File: src/rtl/fadd_rev_seq.sv
// fadd_rev_seq: chunk-serial dual-rail adder / reversible subtractor.
// dir=0: {cout,y} = x+b+cin. dir=1: y = x-b-cin, cout = borrow-out.
//
// Ports
//   clk, rst           : clock, synchronous active-high reset
//   start, dir         : request (sampled in IDLE), 0=add 1=subtract
//   x/x_not, b/b_not   : dual-rail operands
//   cin/cin_not        : dual-rail carry-in / borrow-in
//   busy, done         : busy in RUN/DONE, one-cycle result pulse
//   y/y_not            : dual-rail result
//   cout/cout_not      : dual-rail carry-out / borrow-out
//   z/z_not            : dual-rail zero flag of y
//   rail_err           : sticky rail fault (only with DUALRAIL_CHECK_EN)
//
// Build option DUALRAIL_CHECK_EN: reject a start whose operand rails
// are not complementary and raise rail_err.

module fadd_rev_seq #(
  parameter int WIDTH = 16,
  parameter int CHUNK = 4
) (
  input  logic             clk,
  input  logic             rst,
  input  logic             start,
  input  logic             dir,
  input  logic [WIDTH-1:0] x,
  input  logic [WIDTH-1:0] x_not,
  input  logic [WIDTH-1:0] b,
  input  logic [WIDTH-1:0] b_not,
  input  logic             cin,
  input  logic             cin_not,
  output logic             busy,
  output logic             done,
  output logic [WIDTH-1:0] y,
  output logic [WIDTH-1:0] y_not,
  output logic             cout,
  output logic             cout_not,
  output logic             z,
  output logic             z_not
`ifdef DUALRAIL_CHECK_EN
  ,
  output logic             rail_err
`endif
);

  localparam int NCHUNK = WIDTH / CHUNK;
  localparam int CW =
    (NCHUNK > 1) ? $clog2(NCHUNK) : 1;

  typedef enum logic [1:0] {
    IDLE,
    RUN,
    DONE
  } state_t;

  state_t state_q;
  state_t state_d;

  logic [WIDTH-1:0] x_q;
  logic [WIDTH-1:0] b_q;
  logic [WIDTH-1:0] y_q;
  logic             dir_q;
  logic             c_q;
  logic             cout_q;
  logic [CW-1:0]    cnt_q;

  logic             accept;
  logic             last;
  logic             rail_ok;

  logic [CHUNK-1:0] xc;
  logic [CHUNK-1:0] bc;
  logic [CHUNK-1:0] sc;
  logic [CHUNK:0]   ext;
  logic             c_next;

`ifdef DUALRAIL_CHECK_EN
  assign rail_ok = (&(x ^ x_not))
                 & (&(b ^ b_not))
                 & (cin ^ cin_not);
`else
  // Complement rails carry no information
  // in this build; only true rails are used.
  logic unused_rails;
  assign unused_rails =
    ^{x_not, b_not, cin_not};
  assign rail_ok = 1'b1;
`endif

  assign last = (cnt_q == CW'(NCHUNK - 1));

  always_comb begin
    state_d = state_q;
    accept  = 1'b0;
    unique case (state_q)
      IDLE: begin
        if (start && rail_ok) begin
          accept  = 1'b1;
          state_d = RUN;
        end
      end
      RUN: begin
        if (last) begin
          state_d = DONE;
        end
      end
      DONE: begin
        state_d = IDLE;
      end
      default: begin
        state_d = IDLE;
      end
    endcase
  end

  // Operands are shifted right so the
  // active chunk always sits at bit 0.
  // In subtract mode bit CHUNK of the
  // extended difference is the borrow.
  always_comb begin
    xc = x_q[CHUNK-1:0];
    bc = b_q[CHUNK-1:0];
    if (dir_q) begin
      ext = {1'b0, xc}
          - {1'b0, bc}
          - {{CHUNK{1'b0}}, c_q};
    end else begin
      ext = {1'b0, xc}
          + {1'b0, bc}
          + {{CHUNK{1'b0}}, c_q};
    end
    sc     = ext[CHUNK-1:0];
    c_next = ext[CHUNK];
  end

  always_ff @(posedge clk) begin
    if (rst) begin
      state_q  <= IDLE;
      x_q      <= '0;
      b_q      <= '0;
      y_q      <= '0;
      dir_q    <= 1'b0;
      c_q      <= 1'b0;
      cout_q   <= 1'b0;
      cnt_q    <= '0;
`ifdef DUALRAIL_CHECK_EN
      rail_err <= 1'b0;
`endif
    end else begin
      state_q <= state_d;
      if (accept) begin
        x_q   <= x;
        b_q   <= b;
        dir_q <= dir;
        c_q   <= cin;
        cnt_q <= '0;
      end else if (state_q == RUN) begin
        x_q <= x_q >> CHUNK;
        b_q <= b_q >> CHUNK;
        c_q <= c_next;
        y_q[int'(cnt_q)*CHUNK +: CHUNK]
          <= sc;
        cnt_q <= cnt_q + 1'b1;
        if (last) begin
          cout_q <= c_next;
        end
      end
`ifdef DUALRAIL_CHECK_EN
      // Set on a rejected request,
      // cleared on an accepted one.
      if (state_q == IDLE && start) begin
        rail_err <= !rail_ok;
      end
`endif
    end
  end

  assign busy     = (state_q != IDLE);
  assign done     = (state_q == DONE);
  assign y        = y_q;
  assign y_not    = ~y_q;
  assign cout     = cout_q;
  assign cout_not = ~cout_q;
  assign z        = ~|y_q;
  assign z_not    = |y_q;

endmodule

File: config.mk
export PLATFORM = sky130hd
export DESIGN_NAME = fadd_rev_seq
export DESIGN_NICKNAME = d
export VERILOG_FILES = /design/src/rtl/fadd_rev_seq.sv
export SDC_FILE = /design/constraint.sdc
export NUM_CORES = 1
export LEC_CHECK = 0
export ABC_AREA = 1
export CAP_MARGIN = 40
export CORE_UTILIZATION = 44
export DETAILED_ROUTE_END_ITERATION = 10
export PLACE_DENSITY_LB_ADDON = 0.12
export SYNTH_ARGS = -nofsm -noshare
export SYNTH_HDL_FRONTEND = slang
export SYNTH_SLANG_ARGS = --single-unit
File: constraint.sdc
create_clock -name clk -period 2.2 [get_ports clk]
set_input_delay 0.55 -clock clk [delete_from_list [all_inputs] [get_ports clk]]
set_output_delay 0.55 -clock clk [all_outputs]
set_load 0.01 [all_outputs]
Word level (Yosys, flattened, before mapping)
Index checks and enable logic that the tools add are counted.
- bits in registers: 55
- latch bits: 0
- bits in writable memories: 0
- ROM bits: 0
- output and inout port bits: 38
- word-level logic and storage cells: 46
- memories: 0
- add/subtract/negate cells: 6
- multiply operators: 0
- divide/modulo/power cells: 0
- $lt $le $gt $ge: 0
- eq/ne operators: 5
- shifts and indexed selects: 2
- mux-type cells: 13
- bitwise logic cells: 3
- reduce and logical (&&, ||, !) cells: 9
- operators by type and width (kind ; count):
    two-way mux 16 bit ; 4
    negator 4 -> 33 bit ; 1
    variable shift 4 x 33 -> 16 bit, first input constant ; 1
    variable part select 4 x 33 -> 16 bit ; 1
    bitwise mux 16 bit ; 1
    NOT 16 bit ; 1
    OR reduction 16 bit ; 1
    adder 4 x 4 -> 5 bit ; 1
    adder 5 x 1 -> 5 bit ; 1
    two-way mux 5 bit ; 1
    subtractor 4 x 4 -> 5 bit ; 1
    subtractor 5 x 1 -> 5 bit ; 1
    == test 2 bit, second input constant ; 2
    two-way mux 1 bit ; 4
    two-way mux 2 bit ; 2
    inequality test 2 bit, second input constant ; 2
    case mux 2 bit (2 select lines) ; 1
    AND reduction 2 bit ; 2
    nonzero test 2 bit ; 2
    AND reduction 3 bit ; 1
    adder 2 x 1 -> 2 bit, second input constant ; 1
    == test 2 x 1 -> 1 bit, second input constant ; 1
    zero test 2 bit ; 1
    NOT 1 bit ; 2
    2 further kinds ; 2

Longest topological paths before layout
- depth in word-level cells: 5
- depth in mapped cells: 13

Least setup slack after synthesis
OpenSTA, ideal clock, no wires.
- path kind: register to register
- start: register x_q[0]
- end: register c_q
- library setup time: 0.115 ns
- arrival: 1.776 ns
- path slack: 0.309 ns
- cell stages (with the launch flop): 8
- path buffers: 0
- cells stage by stage: dfxtp_1 -> fa_1 -> fa_1 -> o21ai_0 -> o21ai_0 -> o21ai_0 -> nor2_1 -> o21ba_2
- longest elaborated chain between the ends: 5
- ends and longest elaborated chain (what ; line ; text):
    start, declared ; 59 ; logic [WIDTH-1:0] x_q;
    start signal, assigned ; 158 ; x_q <= x_q >> CHUNK;
    adder 4 x 4 -> 5 bit or subtractor 4 x 4 -> 5 bit (tied branches) ; 129, 125 ;
    adder 5 x 1 -> 5 bit or subtractor 5 x 1 -> 5 bit (tied branches) ; 130, 126 ;
    two-way mux 5 bit * ; 123 ; if (dir_q) begin
    two-way mux 1 bit * ; 157 ; end else if (state_q == RUN) begin
    two-way mux 1 bit * ; 151 ; if (accept) begin
    end signal, assigned ; 155 ; c_q <= cin;
    end signal, assigned ; 160 ; c_q <= c_next;
    end, declared ; 63 ; logic c_q;
Every way passes the cells marked *; elsewhere a longest branch is shown, timed or not. The select of a mux whose other input is x is not followed.
A chain may end at the register's enable or synchronous reset.

Worst setup path in the final report
- start: register x_q[0]
- end: register y_q[6], in the netlist y[6]
- longest elaborated chain between the ends: 5
- ends and longest elaborated chain (what ; line ; text):
    adder 4 x 4 -> 5 bit or subtractor 4 x 4 -> 5 bit (tied branches) ; 129, 125 ;
    adder 5 x 1 -> 5 bit or subtractor 5 x 1 -> 5 bit (tied branches) ; 130, 126 ;
    two-way mux 5 bit * ; 123 ;
    variable part select 4 x 33 -> 16 bit * ; 161 ; y_q[int'(cnt_q)*CHUNK +: CHUNK]
    bitwise mux 16 bit * ; 161 ;
    end signal, assigned ; 141 ; y_q <= '0;
    end, declared ; 61 ; logic [WIDTH-1:0] y_q;
Every way passes the cells marked *; elsewhere a longest branch is shown, timed or not.

==> results.py <==
metrics = {
    "run_status": {
        "outcome": "finished clean",
    },
    "setup_path": {
        "cpMostUsedCell": "nand2_1",
        "critical_path_class": "flop to flop",
        "cp_top_family": "adder cells",
        "path_max_fanout": 3,
        "timing.critical_path.buf_inv": 0,
        "worst_path_max_delay_cell": "fa_2",
        "cp_cell_sequence": "fa_2, fa_1, nand2_1, nand2_1, xor2_1, nor3_1, nand2_1, a21oi_1",
        "crit_path_end_kind": "flop",
        "worstPathArrival_ps": 2320,
        "slowest_delay_ps": 430,
        "cp_data_required_time_ps": 2440,
        "cp-start-kind": "flop",
    },
    "drt": {
        "routed_wirelength_um": 6000,
        "firstDrtPassIters": 4,
        "first_iter_violations": 85,
        "vias": 2514,
        "ant_nets": 0,
        "drc": 0,
        "routedWlPerCell_um": 11.4,
        "vias_per_cell": 4.79,
    },
    "placement": {
        "place.gp.congestion": 0.804,
        "pre_cts_ws_ps": 67.0,
        "dp_cells": 517,
        "io_buffers": 74,
        "dp_hpwl_um": 4450,
    },
    "synthesis": {
        "synth_top_area_share_pct": 40.0,
        "syn_inst": 377,
        "synthTopCellsByCount": "nand2_1 (139), dfxtp_1 (55), inv_1 (46), a31oi_1 (24), a21oi_1 (21)",
        "yosysUniqueCellTypes": 31,
        "synthesis.area_um2": 2750,
        "avgSynthCellArea_um2": 7.29,
        "ys_ff_latch": 55,
        "ys_seq_area_share_pct": 40.0,
        "synth_area_leaders": "dfxtp_1 (40%), nand2_1 (19%), inv_1 (6.3%), ha_1 (5.9%), a31oi_1 (5.5%)",
        "yosysWarnings": 0,
        "syn_nets": 464,
        "synthArstFlopShare_pct": 0,
        "synthMostInstantiatedCell": "nand2_1",
        "synth_area_leader_cell": "dfxtp_1",
        "synth_ff_type": "dfxtp_1",
        "synth_edf_count": 0,
    },
    "timing": {
        "max_freq_ghz": 0.481,
        "hold_viol_final": 0,
        "fin_tns_setup_ps": 0,
        "holdWs_ps": 469,
        "finalCritPeriodShare_pct": 94.5,
        "rsz0062_at_grt": "false",
        "post-route-min-period_ps": 2080,
        "setup_viol": 0,
        "skew_ps": 10.3,
        "maxSlewViolCount": 0,
        "slew_headroom_pct": 61.2,
        "worstMarginPinSlew_ps": 582,
        "fin_ws_ps": 120,
    },
    "cts": {
        "numCtsBuffers": 5,
        "clkTransAtPathRegs_ps": 100,
        "cts_root_buf": "clkbuf_8",
        "cts-htree-levels": 2,
        "clock_sinks": 55,
        "cts_tree": "done",
        "clockBufferDepth": 2,
        "clk_latency_ps": 300,
        "postCtsSetupBuffers": 0,
    },
    "global_route": {
        "grt_start_max_net_pins": 36,
        "grtUsageTotal_pct": 20.2,
        "gr-total-overflow": 0,
        "grt_pass1_wl_um": 10300,
        "first_global_vias": 2323,
        "antenna_found_initial": 0,
    },
    "hold_path": {
        "hp-class": "flop to flop",
    },
    "die": {
        "rows": 28,
        "start_util_pct": 45.9,
        "pin_count": 108,
        "die_area_um2": 6570,
        "die_h_um": 81.1,
        "die_w_um": 81.1,
        "core_area_um2": 5990,
    },
    "flow_run": {
        "drv_cap": 0,
    },
    "layout": {
        "instances_no_fill": 525,
        "n_antenna_cell": 0,
        "layout.nets": 536,
        "area_growth_pct": 33.7,
        "drive_gt1_share_pct": 6.67,
    },
    "power": {
        "power_density_nw_per_um2": 594,
        "irDropWorstVdd_v": 0.000449,
        "power.leakage_nw": 1.45,
    },
}
-- per-stage QoR --
step                      utilization [%]  area (um2)  power (mW)
after floorplan                         -        2750        1.37
after global placement               59.2        3550        1.53
after detailed placement             59.2        3550        1.54
after CTS                            61.1        3660        2.20
after global routing                 61.4        3680        2.31
final                                61.4        3680        2.18
-- logic make-up after synthesis --
| logic type | synth area share, % |
|---|---|
| adders and majority gates | 8.83 |
| xor gates and xnor gates | 0.637 |
| buffers and inverters | 10.1 |
| DFF | 40.0 |
| and+or+nand+nor | 28.7 |
| AOI/OAI and AO/OA | 11.7 |
-- routing by layer --
layer,up-vias,part of all wire (%),global-route usage (%)
met5,-,0,0
met4,0,0.45,4.82
met3,2,4.0,4.04
met2,60,43,31.5
met1,1110,53,28.6
li1,1342,-,-
-- path summary, 6_finish.rpt --
check,start,depth (start not counted),slack (ps),to
setup reg to reg,x_q[0]$_SDFFE_PP0P_,8,120,y[6]$_SDFFE_PP0P_
hold / removal,x_q[12]$_SDFFE_PP0P_,2,470,x_q[12]$_SDFFE_PP0P_
hold reg to reg,x_q[12]$_SDFFE_PP0P_,2,470,x_q[12]$_SDFFE_PP0P_
setup / recovery,x_q[0]$_SDFFE_PP0P_,8,120,y[6]$_SDFFE_PP0P_
-- where the power goes --
group	switching (mW)	total, mW	leakage, nW	internal (mW)
registers	0.0394	1.09	0.450	1.05
logic	0.232	0.431	0.940	0.199
clock network	0.322	0.666	0.0558	0.344
-- placed cells by master (no fill, tap or decap), types with 3 or more instances in the layout --
cell and count:
a21oi_1 21, a22oi_1 3, a31oi_1 24, buf_4 5, clkbuf_8 5, clkdlybuf4s50_1 71, dfxtp_1 53, fa_1 3
ha_1 13, inv_1 46, nand2_1 139, nand3_1 11, nand4_1 4, nor2_1 17
-- worst register-to-register path, stage by stage (launching register included) --
cell and delay [ps]:
dfxtp_1 370, fa_2 430, fa_1 420, nand2_1 90, nand2_1 60, xor2_1 170, nor3_1 270, nand2_1 90
a21oi_1 130
-- final cells by class --
class,count,area [um2]
timing repair buffer,80,791
fill,548,2310
multi-input combinational,258,1390
sequential,55,1100
inverter,49,186
tap,75,93.8
clock inverter,2,38.8
clock buffer,6,72.6
-- sequential cells by signal, summed over array words and instances, names as in the netlist --
register  cells
dir_q         1
x_q          16
cout          1
state_q       2
c_q           1
b_q          16
y            16
cnt_q         2
-- repair_timing --
action / 4_1_cts / 5_1_grt
setup endpoints to repair: 2 / 7
resized for setup: 3 / 7
hold endpoints to repair: 0 / 0
hold buffers: 0 / 0
pin swaps: 2 / 3
Power figures use the tool's default switching activity.
